<file path="src/rtl/sub_pkg.sv">
// rtl/sub_pkg.sv - shared state encoding and default width for the serial subtractor
package sub_pkg;

  typedef enum logic [1:0] {
    IDLE = 2'd0,
    RUN  = 2'd1,
    DONE = 2'd2
  } state_t;

  localparam int DEFAULT_WIDTH = 4;

endpackage

</file>
<file path="src/rtl/serial_subtractor_if.sv">
// rtl/serial_subtractor_if.sv - request/result bundle between a requester and the serial subtractor
interface serial_subtractor_if
  import sub_pkg::*;
#(
  parameter int WIDTH = DEFAULT_WIDTH
);

  logic             start;
  logic [WIDTH-1:0] a;
  logic [WIDTH-1:0] b;
  logic             bin;
  logic             busy;
  logic             done;
  logic [WIDTH-1:0] diff;
  logic             bout;
  logic             ovf;
  logic             zero;

  modport master (
    output start, a, b, bin,
    input  busy, done, diff, bout, ovf, zero
  );

  modport slave (
    input  start, a, b, bin,
    output busy, done, diff, bout, ovf, zero
  );

endinterface

</file>
<file path="src/rtl/full_subtractor.sv">
// rtl/full_subtractor.sv - single-bit full subtractor stage
module full_subtractor (
  input  logic x,
  input  logic y,
  input  logic bin,
  output logic d,
  output logic bout
);

  assign d    = x ^ y ^ bin;
  assign bout = (~x & y) | (~(x ^ y) & bin);

endmodule

</file>
<file path="src/rtl/serial_subtractor.sv">
// rtl/serial_subtractor.sv - bit-serial a - b - bin, LSB first, one bit per RUN cycle
module serial_subtractor
  import sub_pkg::*;
#(
  parameter int WIDTH = DEFAULT_WIDTH
) (
  input  logic                clk,
  input  logic                rst_n,
  serial_subtractor_if.slave  s
);

  localparam int             CW   = $clog2(WIDTH + 1);
  localparam logic [CW-1:0]  LAST = CW'(WIDTH - 1);

  state_t           r_state;
  logic [WIDTH-1:0] r_a;
  logic [WIDTH-1:0] r_b;
  logic [WIDTH-1:0] r_dsh;
  logic [WIDTH-1:0] r_diff;
  logic [CW-1:0]    r_cnt;
  logic             r_br;
  logic             r_busy;
  logic             r_done;
  logic             r_bout;
  logic             r_ovf;
  logic             r_zero;

  logic             w_d;
  logic             w_br;
  logic [WIDTH-1:0] w_diff_final;

  full_subtractor u_fs (
    .x    (r_a[0]),
    .y    (r_b[0]),
    .bin  (r_br),
    .d    (w_d),
    .bout (w_br)
  );

  // On the last bit the current stage output is the MSB of the result
  assign w_diff_final = {w_d, r_dsh[WIDTH-1:1]};

  always_ff @(posedge clk or negedge rst_n) begin
    if (!rst_n) begin
      r_state <= IDLE;
      r_a     <= '0;
      r_b     <= '0;
      r_dsh   <= '0;
      r_diff  <= '0;
      r_cnt   <= '0;
      r_br    <= 1'b0;
      r_busy  <= 1'b0;
      r_done  <= 1'b0;
      r_bout  <= 1'b0;
      r_ovf   <= 1'b0;
      r_zero  <= 1'b1;
    end else begin
      case (r_state)
        IDLE, DONE: begin
          r_done <= 1'b0;
          if (s.start) begin
            r_a     <= s.a;
            r_b     <= s.b;
            r_br    <= s.bin;
            r_dsh   <= '0;
            r_cnt   <= '0;
            r_busy  <= 1'b1;
            r_state <= RUN;
          end else begin
            r_busy  <= 1'b0;
            r_state <= IDLE;
          end
        end
        RUN: begin
          r_a   <= r_a >> 1;
          r_b   <= r_b >> 1;
          r_br  <= w_br;
          r_dsh <= w_diff_final;
          r_cnt <= r_cnt + 1'b1;
          if (r_cnt == LAST) begin
            // r_a[0]/r_b[0] now hold the operand MSBs
            r_diff  <= w_diff_final;
            r_bout  <= w_br;
            r_ovf   <= (r_a[0] != r_b[0]) && (w_d != r_a[0]);
            r_zero  <= (w_diff_final == '0);
            r_busy  <= 1'b0;
            r_done  <= 1'b1;
            r_state <= DONE;
          end
        end
        default: begin
          r_busy  <= 1'b0;
          r_done  <= 1'b0;
          r_state <= IDLE;
        end
      endcase
    end
  end

  assign s.busy = r_busy;
  assign s.done = r_done;
  assign s.diff = r_diff;
  assign s.bout = r_bout;
  assign s.ovf  = r_ovf;
  assign s.zero = r_zero;

endmodule
</file>
<file path="src/flat_wrapper.sv">
// flat-port wrapper written by rule: the top's interface ports become plain ports
module serial_subtractor_flat import sub_pkg::*;
#(
  parameter int WIDTH = DEFAULT_WIDTH
)
  (clk, rst_n, s_start, s_a, s_b, s_bin, s_busy, s_done, s_diff, s_bout, s_ovf, s_zero);
  serial_subtractor_if #(.WIDTH(WIDTH)) s_i ();
  input  logic clk;
  input  logic rst_n;
  input wire logic [$bits(s_i.start)-1:0] s_start;
  input wire logic [$bits(s_i.a)-1:0] s_a;
  input wire logic [$bits(s_i.b)-1:0] s_b;
  input wire logic [$bits(s_i.bin)-1:0] s_bin;
  output wire logic [$bits(s_i.busy)-1:0] s_busy;
  output wire logic [$bits(s_i.done)-1:0] s_done;
  output wire logic [$bits(s_i.diff)-1:0] s_diff;
  output wire logic [$bits(s_i.bout)-1:0] s_bout;
  output wire logic [$bits(s_i.ovf)-1:0] s_ovf;
  output wire logic [$bits(s_i.zero)-1:0] s_zero;
  assign s_i.start = s_start;
  assign s_i.a = s_a;
  assign s_i.b = s_b;
  assign s_i.bin = s_bin;
  assign s_busy = s_i.busy;
  assign s_done = s_i.done;
  assign s_diff = s_i.diff;
  assign s_bout = s_i.bout;
  assign s_ovf = s_i.ovf;
  assign s_zero = s_i.zero;
  serial_subtractor #(.WIDTH(WIDTH)) u_core (.clk(clk), .rst_n(rst_n), .s(s_i));
endmodule
</file>
<file path="config.mk">
export PLATFORM = sky130hd
export DESIGN_NAME = serial_subtractor_flat
export DESIGN_NICKNAME = d
export VERILOG_FILES = /design/src/rtl/sub_pkg.sv /design/src/rtl/serial_subtractor_if.sv /design/src/rtl/full_subtractor.sv /design/src/rtl/serial_subtractor.sv /design/src/flat_wrapper.sv
export SDC_FILE = /design/constraint.sdc
export NUM_CORES = 1
export LEC_CHECK = 0
export CORE_MARGIN = 2
export CORE_UTILIZATION = 58
export CTS_BUF_LIST = sky130_fd_sc_hd__clkbuf_4
export CTS_CLUSTER_DIAMETER = 200
export DETAILED_ROUTE_END_ITERATION = 7
export PLACE_DENSITY = 0.86
export SLEW_MARGIN = 30
export SYNTH_ARGS = -nofsm -noshare
export SYNTH_HDL_FRONTEND = slang
export SYNTH_HIERARCHICAL = 1
export SYNTH_SLANG_ARGS = --single-unit
export TNS_END_PERCENT = 10
</file>
<file path="constraint.sdc">
create_clock -name clk -period 5.2 [get_ports clk]
set_input_delay 1.04 -clock clk [delete_from_list [all_inputs] [get_ports clk]]
set_output_delay 1.04 -clock clk [all_outputs]
set_load 0.1 [all_outputs]
</file>
=== Word level (Yosys, flattened, before mapping) ===
Index checks and enable logic that the tools add are counted.

* Bits in registers: 27
* Bits of input ports: 12
* Output and inout port bits: 9
* Word-level logic and storage cells: 52

* Add/sub/neg operators: 1
* Eq/ne operators: 7
* Multiplexer cells: 18
* Bitwise gates (word level): 7
* Reduce and logical (&&, ||, !) cells: 7

{| class="wikitable"
|+ Operators by type and width
! operator !! number
|-
| one-hot mux 4 bit (2 select lines) || 3
|-
| two-way mux 4 bit || 3
|-
| two-way mux 1 bit || 6
|-
| one-hot mux 3 bit (2 select lines) || 1
|-
| zero test 4 bit || 1
|-
| one-hot mux 1 bit (2 select lines) || 2
|-
| one-hot mux 2 bit (2 select lines) || 1
|-
| AND reduction 2 bit || 2
|-
| adder 3 x 1 -> 3 bit, second input constant || 1
|-
| equality test 3 x 2 -> 1 bit, second input constant || 1
|-
| two-way mux 3 bit || 1
|-
| AND 1 bit || 2
|-
| equality test 2 x 1 -> 1 bit, second input constant || 1
|-
| equality test 2 bit, second input constant || 1
|-
| zero test 2 bit || 1
|-
| two-way mux 2 bit || 1
|-
| != test 1 bit || 2
|-
| != test 2 x 1 -> 1 bit, second input constant || 1
|-
| != test 2 bit, second input constant || 1
|-
| NOT 1 bit || 2
|-
| nonzero test 2 bit || 1
|-
| OR reduction 2 bit || 1
|-
| bitwise XOR 1 bit || 2
|-
| logical AND 1 bit || 1
|-
| bitwise OR 1 bit || 1
|}

=== Depth between registers and ports, before layout ===
Gate-level depths: netlist (run 1).

* Depth after elaboration: 5
* Depth in mapped cells: 5
* Gate-level depth less buffers: 5

=== By module ===
Netlist (run 1), hierarchy kept.

{| class="wikitable"
|+ By module, submodules not included
! module !! times used !! cells an instance !! area each (um2) !! sequential area each (um2)
|-
| serial_subtractor || 1 || 101 || 1217.4 || 626.9
|-
| full_subtractor || 1 || 4 || 31.3 || 0.0
|}

=== Worst setup path after synthesis (run 1) ===
Ideal clock, no wire load.

* Kind: reg2out
* Start point: register u_core/r_state[1] (netlist name)
* End point: output port s_done
* Arrival: 0.912 ns
* Data required time: 4.160 ns
* Path slack: 3.248 ns
* Cell stages (with the launch flop): 1
* Buffers on the path: 0
* Cell sequence: dfrtp_1

{| class="wikitable"
|+ RTL lines
! element !! RTL line !! source
|-
| end: declaration || flat_wrapper.sv:15 || <nowiki>output wire logic [$bits(s_i.done)-1:0] s_done;</nowiki>
|}

==> results.sh, run 1 <==
export IMPL_hpwl_um=1440
export IMPL_grt_pass1_vias=844
export IMPL_cts_htree_levels=1
export IMPL_cp_required_ns=4.16
export IMPL_synth_area_mux_share_pct=16.1
export IMPL_finalCriticalPeriod_ns=3.49
export IMPL_met2_usage_pct=32.7
export IMPL_synth_flop_cell="dfrtp_1"
export IMPL_drive_above_1_share_pct=13.0
export IMPL_cp_start_kind="register"
export IMPL_fin_nets=139
export IMPL_max_stage_delay_ns=1.27
export IMPL_cts_tree="built"
export IMPL_tns_ns=0
export IMPL_finalCritPeriodShare_pct=67.1
export IMPL_grt_first_pass_wirelength_um=3770
export IMPL_synth_yosys_seq_area_share_pct=50.2
export IMPL_area_delta_synth_final_pct=16.7
export IMPL_yosys_register_bits=25
export IMPL_synth_enable_flop_cells=0
export IMPL_antenna_cells=0
export IMPL_grt_busiest_layer="met2"
export IMPL_seq_area_um2=627
export IMPL_use_met1_pct=25.2
export IMPL_cap_violations=0
export IMPL_hold_violations=0
export IMPL_ys_warn_count=6
export IMPL_dieArea_um2=2540
export IMPL_path_cells="clkdlybuf4s50_1"
export IMPL_stdcell_area_um2=1460
export IMPL_cts_num_sinks=25
export IMPL_multi_input_area_um2=552
export IMPL_drc=0
export IMPL_dp_cells=146
export IMPL_final_cells=150
export IMPL_nFillCells=147
export IMPL_ant_nets=0
export IMPL_cts_root_buf="clkbuf_4"
export IMPL_drt_initial_drc_count=11
export IMPL_setup_slack_ns=1.71
export IMPL_synth_top_family_by_area="multiplexers"
export IMPL_max_freq_mhz=286
export IMPL_ys_top_cells_by_count="24 x dfrtp_1, 10 x mux2i_1, 9 x mux2_2"
export IMPL_io_buffers=20
export IMPL_clk_latency_ns=0.32
export IMPL_path_max_fanout=18
export IMPL_synth_most_common_cell="dfrtp_1"
export IMPL_die_w_um=50.4
export IMPL_syn_avg_cell_area_um2=11.9
export IMPL_synth_nets=120
export IMPL_cp_arrival_ns=2.45
export IMPL_synthSimpleGateAreaFrac_pct=9.52
export IMPL_met3_usage_pct=3.57
export IMPL_viasPerCell=5.59
export IMPL_clkTransAtPathRegs_ns=0.14
export IMPL_slew_headroom_pct=35.3
export IMPL_cts_setup_buffers=0
export IMPL_syn_area_um2=1250
export IMPL_cts_resized_gates=0
export IMPL_synth_xor_area_share_pct=0.701
export IMPL_yosys_area_top_type="dfrtp_1"
export IMPL_path_buf_inv=1
export IMPL_grt_max_degree=29
export IMPL_netlist_instances=105
export IMPL_synth_compound_area_share_pct=14.2
export IMPL_worst_setup_path_type="reg -> out"
export IMPL_worst_pin_slew_ns=0.968
export IMPL_setup_viol=0
export IMPL_end_kind="output port"
export IMPL_cts_buffers=3
export IMPL_drt_wirelength_per_cell_um=14.0
export IMPL_cts_hold_buf=0
export IMPL_fp_row_count=16
export IMPL_initial_core_util_pct=62.4
export IMPL_gp_congestion=0.714
export IMPL_skew_ns=0.00793
export IMPL_status="completed"
export IMPL_hold_path_class="reg -> reg"
export IMPL_drv_slew=0
export IMPL_die_height_um=50.4
export IMPL_cp_slowest_cell="clkdlybuf4s50_1"
export IMPL_critical_path_top_delay_family="buffers and inverters"
export IMPL_rsz0062_at_grt="false"
export IMPL_grt_usage_pct=19.7
export IMPL_post_dp_cell_area_um2=1430
export IMPL_firstDrtPassIters=4
export IMPL_synth_top_area_share_pct=48.1
export IMPL_place_ws_ns=2.09
export IMPL_num_io_pins=21
export IMPL_async_reset_ff_share_pct=100
export IMPL_antenna_found_initial=0
export IMPL_fp_coreArea_um2=2000
export IMPL_overflow=0
export IMPL_num_vias=839
export IMPL_yosysUniqueCellTypes=25
export IMPL_synth_area_leaders="dfrtp_1 48%, mux2_2 8.1%, mux2i_1 8.0%"
export IMPL_wirelength_um=2100
export IMPL_synth_fa_ha_area_share_pct=3.61
export IMPL_cts_buffer_depth=2
-- state kept, by name, summed over array words and instances, names as in the netlist, 2 cells and up --
| name | count |
|---|---|
| u_core/r_a | 4 |
| u_core/r_b | 4 |
| u_core/s.diff | 4 |
| u_core/r_cnt | 3 |
| u_core/r_dsh | 3 |
| u_core/r_state | 2 |
-- worst reg2reg max path: cells and delay by family, from the launching register on --
| kind | cells | cell delay, ns |
|---|---|---|
| AOI/OAI and AO/OA | 1 | 0.13 |
| adders and majority gates | 1 | 0.55 |
| buffers and inverters | 1 | 0.08 |
| DFF | 1 | 0.44 |
| and+or+nand+nor | 1 | 0.55 |
-- logic make-up after synthesis --
kind of cell | after synthesis
AO/OA/AOI/OAI | 27
flip-flops | 25
multiplexers | 19
AND/OR/NAND/NOR | 18
buffers and inverters | 12
adder cells (fa/ha/maj) | 3
XOR/XNOR | 1
-- placed cells by master (no fill, tap or decap), drive strengths merged, types with 2 or more instances in the layout --
cell type      Yosys  routed
a22o               6       6
mux2i             10      10
nand3              2       2
nand2b             2       2
clkdlybuf4s50      0      19
a211oi             7       7
nor2b              8       8
dfrtp             24      24
o21ai              5       5
nand2              2       2
ha                 2       2
mux2               9       9
a21oi              8       8
inv                6       6
clkbuf             1       3
-- stage by stage --
step           util [%]  hold slack, ns
2_1_floorplan         -           0.473
3_3_place_gp       71.7           0.449
3_5_place_dp       71.4           0.469
4_1_cts            72.8           0.487
5_1_grt            72.8           0.510
6_report           72.8           0.484
-- area by class of cell --
class / instances / share of cell area (%)
tap: 27 / 2.32
multi-input combinational: 68 / 37.9
clock inverter: 1 / 0.343
sequential: 25 / 43.0
timing repair buffer: 20 / 13.4
inverter: 6 / 1.55
clock buffer: 3 / 1.55
-- routing by layer --
metal	wire (um)	share of wire [%]
met1	945	45
met2	1040	50
met3	86	4.1
met4	23	1.1
met5	0	0
-- worst paths after layout --
| kind | cells after the start | start | to | slack, ns |
|---|---|---|---|---|
| min in group asynchronous | 1 | rst_n | u_core/r_dsh[3] | 0.68 |
| max | 1 | u_core/r_state[1] | s_done | 1.71 |
| min reg2reg | 2 | u_core/s.zero | u_core/s.zero | 0.48 |
| max in group asynchronous | 1 | rst_n | u_core/s.zero | 4.15 |
| max reg2reg | 4 | u_core/r_b[0] | u_core/s.zero | 3.40 |
| min | 2 | u_core/s.zero | u_core/s.zero | 0.48 |
Power of run 1 is left out: the tool's default activity adds up to more than one toggle a clock period on the data nets, which glitch-free logic cannot reach.
==> inputs of run 2 (changes only) <==
Settings changed: CORE_ASPECT_RATIO set to 1.75, CORE_UTILIZATION 58 to 54, PLACE_DENSITY 0.86 to 0.81.
Clock period 5.2 ns to 3.4 ns, I/O delays scaled along.
==> results.sh, run 2 (synthesis gave the netlist of run 1 again) <==
export IMPL_hold_path_class="reg -> reg"
export IMPL_critical_path_top_delay_family="buffers and inverters"
export IMPL_die_w_um=40.4
export IMPL_tns_ns=0
export IMPL_path_buf_inv=1
export IMPL_cp_start_kind="register"
export IMPL_skew_ns=0.0117
export IMPL_hold_depth=2
export IMPL_clkTransAtPathRegs_ns=0.13
export IMPL_holdCritStartpoint="u_core/s.zero"
export IMPL_cts_root_buf="clkbuf_4"
export IMPL_setup_viol=0
export IMPL_io_buffers=20
export IMPL_rr_worst_depth=4
export IMPL_wirelength_um=2060
export IMPL_overflow=0
export IMPL_path_cells="clkdlybuf4s50_1"
export IMPL_cts_buffer_depth=2
export IMPL_worst_pin_slew_ns=0.971
export IMPL_cts_buffers=3
export IMPL_fp_coreArea_um2=2240
export IMPL_grt_usage_pct=19.6
export IMPL_area_delta_synth_final_pct=17.5
export IMPL_cts_tree="built"
export IMPL_die_height_um=67.6
export IMPL_firstDrtPassIters=4
export IMPL_finalCriticalPeriod_ns=2.52
export IMPL_r2r_start="u_core/r_b[0]"
export IMPL_fin_nets=141
export IMPL_final_common_cell="dfrtp_1"
export IMPL_dieArea_um2=2730
export IMPL_drt_initial_drc_count=7
export IMPL_r2r_end="u_core/s.zero"
export IMPL_layout_common_cells="24 x dfrtp_1, 16 x clkdlybuf4s50_1, 10 x mux2i_1"
export IMPL_drive_above_1_share_pct=16.8
export IMPL_hold_slack_ns=0.470
export IMPL_initial_core_util_pct=55.6
export IMPL_end_kind="output port"
export IMPL_worst_setup_path_type="reg -> out"
export IMPL_status="completed"
export IMPL_num_vias=838
export IMPL_cts_resized_gates=0
export IMPL_hold_violations=0
export IMPL_grt_max_degree=29
export IMPL_gp_congestion=0.730
export IMPL_rsz0062_at_grt="false"
export IMPL_cp_arrival_ns=1.84
export IMPL_cp_slowest_cell="clkdlybuf4s50_1"
export IMPL_wl_met2_um=1030
export IMPL_rrSetupSlack_ns=1.63
export IMPL_hold_path_endpoint="u_core/s.zero"
export IMPL_setup_slack_ns=0.884
export IMPL_viasPerCell=5.59
export IMPL_drt_wirelength_per_cell_um=13.7
export IMPL_antenna_cells=0
export IMPL_max_freq_mhz=397
export IMPL_wirelength_met1_um=923
export IMPL_ant_nets=0
export IMPL_antenna_found_initial=0
export IMPL_max_stage_delay_ns=1.14
export IMPL_slew_headroom_pct=35.1
export IMPL_cts_num_sinks=25
export IMPL_cap_violations=0
export IMPL_drc=0
export IMPL_grt_first_pass_wirelength_um=3620
export IMPL_nFillCells=187
export IMPL_cts_hold_buf=0
export IMPL_path_max_fanout=2
export IMPL_cts_htree_levels=1
export IMPL_met3_length_um=52
export IMPL_cts_setup_buffers=0
export IMPL_cp_required_ns=2.72
export IMPL_drv_slew=0
export IMPL_grt_pass1_vias=813
export IMPL_clk_latency_ns=0.32
export IMPL_topRoutingLayerUsed="met4"
export IMPL_place_ws_ns=1.20
export IMPL_num_io_pins=21
export IMPL_finalCritPeriodShare_pct=74.0
export IMPL_fp_row_count=23
export IMPL_hpwl_um=1480
run 2: how the worst max path moves through the flow:
stage	startpoint	end	depth (start not counted)
2_1_floorplan	u_core/r_state[1]	u_core/r_cnt[1]	3
4_1_cts	u_core/s.bout	s_bout	1
3_5_place_dp	s_start	u_core/r_cnt[0]	3
3_3_place_gp	s_start	u_core/r_cnt[0]	3
5_1_grt	u_core/s.diff[0]	s_diff[0]	1
6_report	u_core/s.bout	s_bout	1
run 2: worst reg2reg max path, cell delays in order, from the launching register on:
cell     delay [ns]
dfrtp_1        0.43
inv_1          0.08
fa_1           0.54
or4_1          0.53
o21ai_1        0.13
run 2: cell type report:
class                           count  area, um^2  area share (%)
Sequential cell                    25         627            42.7
Multi-Input combinational cell     68         552            37.6
Timing Repair Buffer               22         205            14.0
Tap cell                           25        31.3            2.13
Clock buffer                        4        30.0            2.05
Inverter                            6        22.5            1.53
run 2: routing by layer:
layer  track usage, %  vias up
li1                 -      415
met1             24.1      404
met2             30.8       15
met3             1.97        4
met4             12.9        0
met5                0        -
run 2: per-stage QoR:
stage / area, um^2 / util [%] / instances
after floorplan: 1250 / - / 105
after global placement: 1440 / 64.0 / 146
after detailed placement: 1440 / 64.0 / 146
after CTS: 1470 / 65.4 / 150
after global routing: 1470 / 65.4 / 150
final: 1470 / 65.4 / 150
Power of run 2 is left out for the same reason.
==> inputs of run 3 (changes only) <==
Clock period 3.4 ns to 2.4 ns, I/O delays scaled along.
==> results.sh, run 3 (synthesis gave the netlist of run 1 again) <==
export IMPL_viasPerCell=5.59
export IMPL_cts_setup_buffers=0
export IMPL_rrSetupSlack_ns=0.60
export IMPL_io_buffers=20
export IMPL_slew_headroom_pct=41.0
export IMPL_cts_num_sinks=25
export IMPL_r2r_end="u_core/s.zero"
export IMPL_hold_path_class="reg -> reg"
export IMPL_path_max_fanout=5
export IMPL_area_delta_synth_final_pct=18.7
export IMPL_die_height_um=67.6
export IMPL_cts_buffer_depth=2
export IMPL_cts_root_buf="clkbuf_4"
export IMPL_grt_max_degree=29
export IMPL_drt_initial_drc_count=31
export IMPL_worst_setup_path_type="reg -> reg"
export IMPL_clk_latency_ns=0.31
export IMPL_die_w_um=40.4
export IMPL_cp_arrival_ns=2.05
export IMPL_finalCritPeriodShare_pct=74.9
export IMPL_grt_pass1_vias=866
export IMPL_wirelength_um=2190
export IMPL_hpwl_um=1590
export IMPL_ant_nets=0
export IMPL_max_freq_mhz=556
export IMPL_layout_common_cells="24 x dfrtp_1, 12 x buf_4, 11 x clkdlybuf4s50_1"
export IMPL_fin_nets=143
export IMPL_end_kind="register"
export IMPL_drv_slew=0
export IMPL_hold_violations=0
export IMPL_grt_usage_pct=19.5
export IMPL_worst_pin_slew_ns=0.885
export IMPL_status="completed"
export IMPL_fp_row_count=23
export IMPL_drive_above_1_share_pct=22.0
export IMPL_hold_slack_ns=0.478
export IMPL_cap_violations=0
export IMPL_rr_worst_depth=4
export IMPL_num_vias=849
export IMPL_gp_congestion=0.717
export IMPL_rsz0062_at_grt="false"
export IMPL_holdCritStartpoint="u_core/s.zero"
export IMPL_grt_first_pass_wirelength_um=3710
export IMPL_cts_tree="built"
export IMPL_fp_coreArea_um2=2240
export IMPL_hold_depth=2
export IMPL_drt_wirelength_per_cell_um=14.4
export IMPL_final_common_cell="dfrtp_1"
export IMPL_finalCriticalPeriod_ns=1.80
export IMPL_cp_required_ns=2.65
export IMPL_dieArea_um2=2730
export IMPL_overflow=0
export IMPL_hold_path_endpoint="u_core/s.zero"
export IMPL_firstDrtPassIters=4
export IMPL_drc=0
export IMPL_cts_hold_buf=0
export IMPL_antenna_found_initial=0
export IMPL_startpoint="u_core/r_b[0]"
export IMPL_cts_htree_levels=1
export IMPL_clkTransAtPathRegs_ns=0.13
export IMPL_cts_buffers=3
export IMPL_skew_ns=0.00604
export IMPL_cts_resized_gates=0
export IMPL_r2r_start="u_core/r_b[0]"
export IMPL_antenna_cells=0
export IMPL_tns_ns=0
export IMPL_num_io_pins=21
export IMPL_cp_start_kind="register"
export IMPL_initial_core_util_pct=55.6
export IMPL_setup_viol=0
run 3: changes by cell type in the layout (fill, tap and decap cells not counted), sizes merged:
| cell | delta |
|---|---|
| buf | +7 |
| clkdlybuf4s50 | -5 |
run 3: per-stage QoR:
| step | instance area, um^2 | utilization (%) | setup WS [ns] | cells |
|---|---|---|---|---|
| after global placement | 1450 | 64.7 | 0.457 | 148 |
| final | 1480 | 66.1 | 0.603 | 152 |
| after detailed placement | 1450 | 64.7 | 0.357 | 148 |
| after floorplan | 1250 | - | 0.600 | 105 |
| after CTS | 1480 | 66.1 | 0.592 | 152 |
| after global routing | 1480 | 66.1 | 0.497 | 152 |
run 3: critical path, stage by stage (launching register included):
cell and delay [ns]:
dfrtp_1 0.44, inv_1 0.08, fa_1 0.55, or4_1 0.54, o21ai_1 0.13
run 3: worst max path at each step:
stage | depth (start not counted) | slack, ns | to
3_5_place_dp | 3 | 0.36 | u_core/r_cnt[2]
3_3_place_gp | 3 | 0.46 | u_core/r_dsh[1]
6_report | 4 | 0.60 | u_core/s.zero
5_1_grt | 4 | 0.50 | u_core/s.zero
2_1_floorplan | 3 | 0.60 | u_core/r_cnt[1]
4_1_cts | 4 | 0.59 | u_core/s.zero
run 3: layer usage:
metal	wire [um]	global-route usage, %
met1	954	24.5
met2	1190	32.7
met3	51	1.97
met4	0	7.50
met5	0	0
run 3: layout make-up:
cell class,count,area (um^2)
clock buffers,4,30.0
fillers,184,762
inverters,6,22.5
multi-input cells,68,552
flip-flops and latches,25,627
well taps,25,31.3
repair buffers,24,220
Power of run 3 is left out for the same reason.
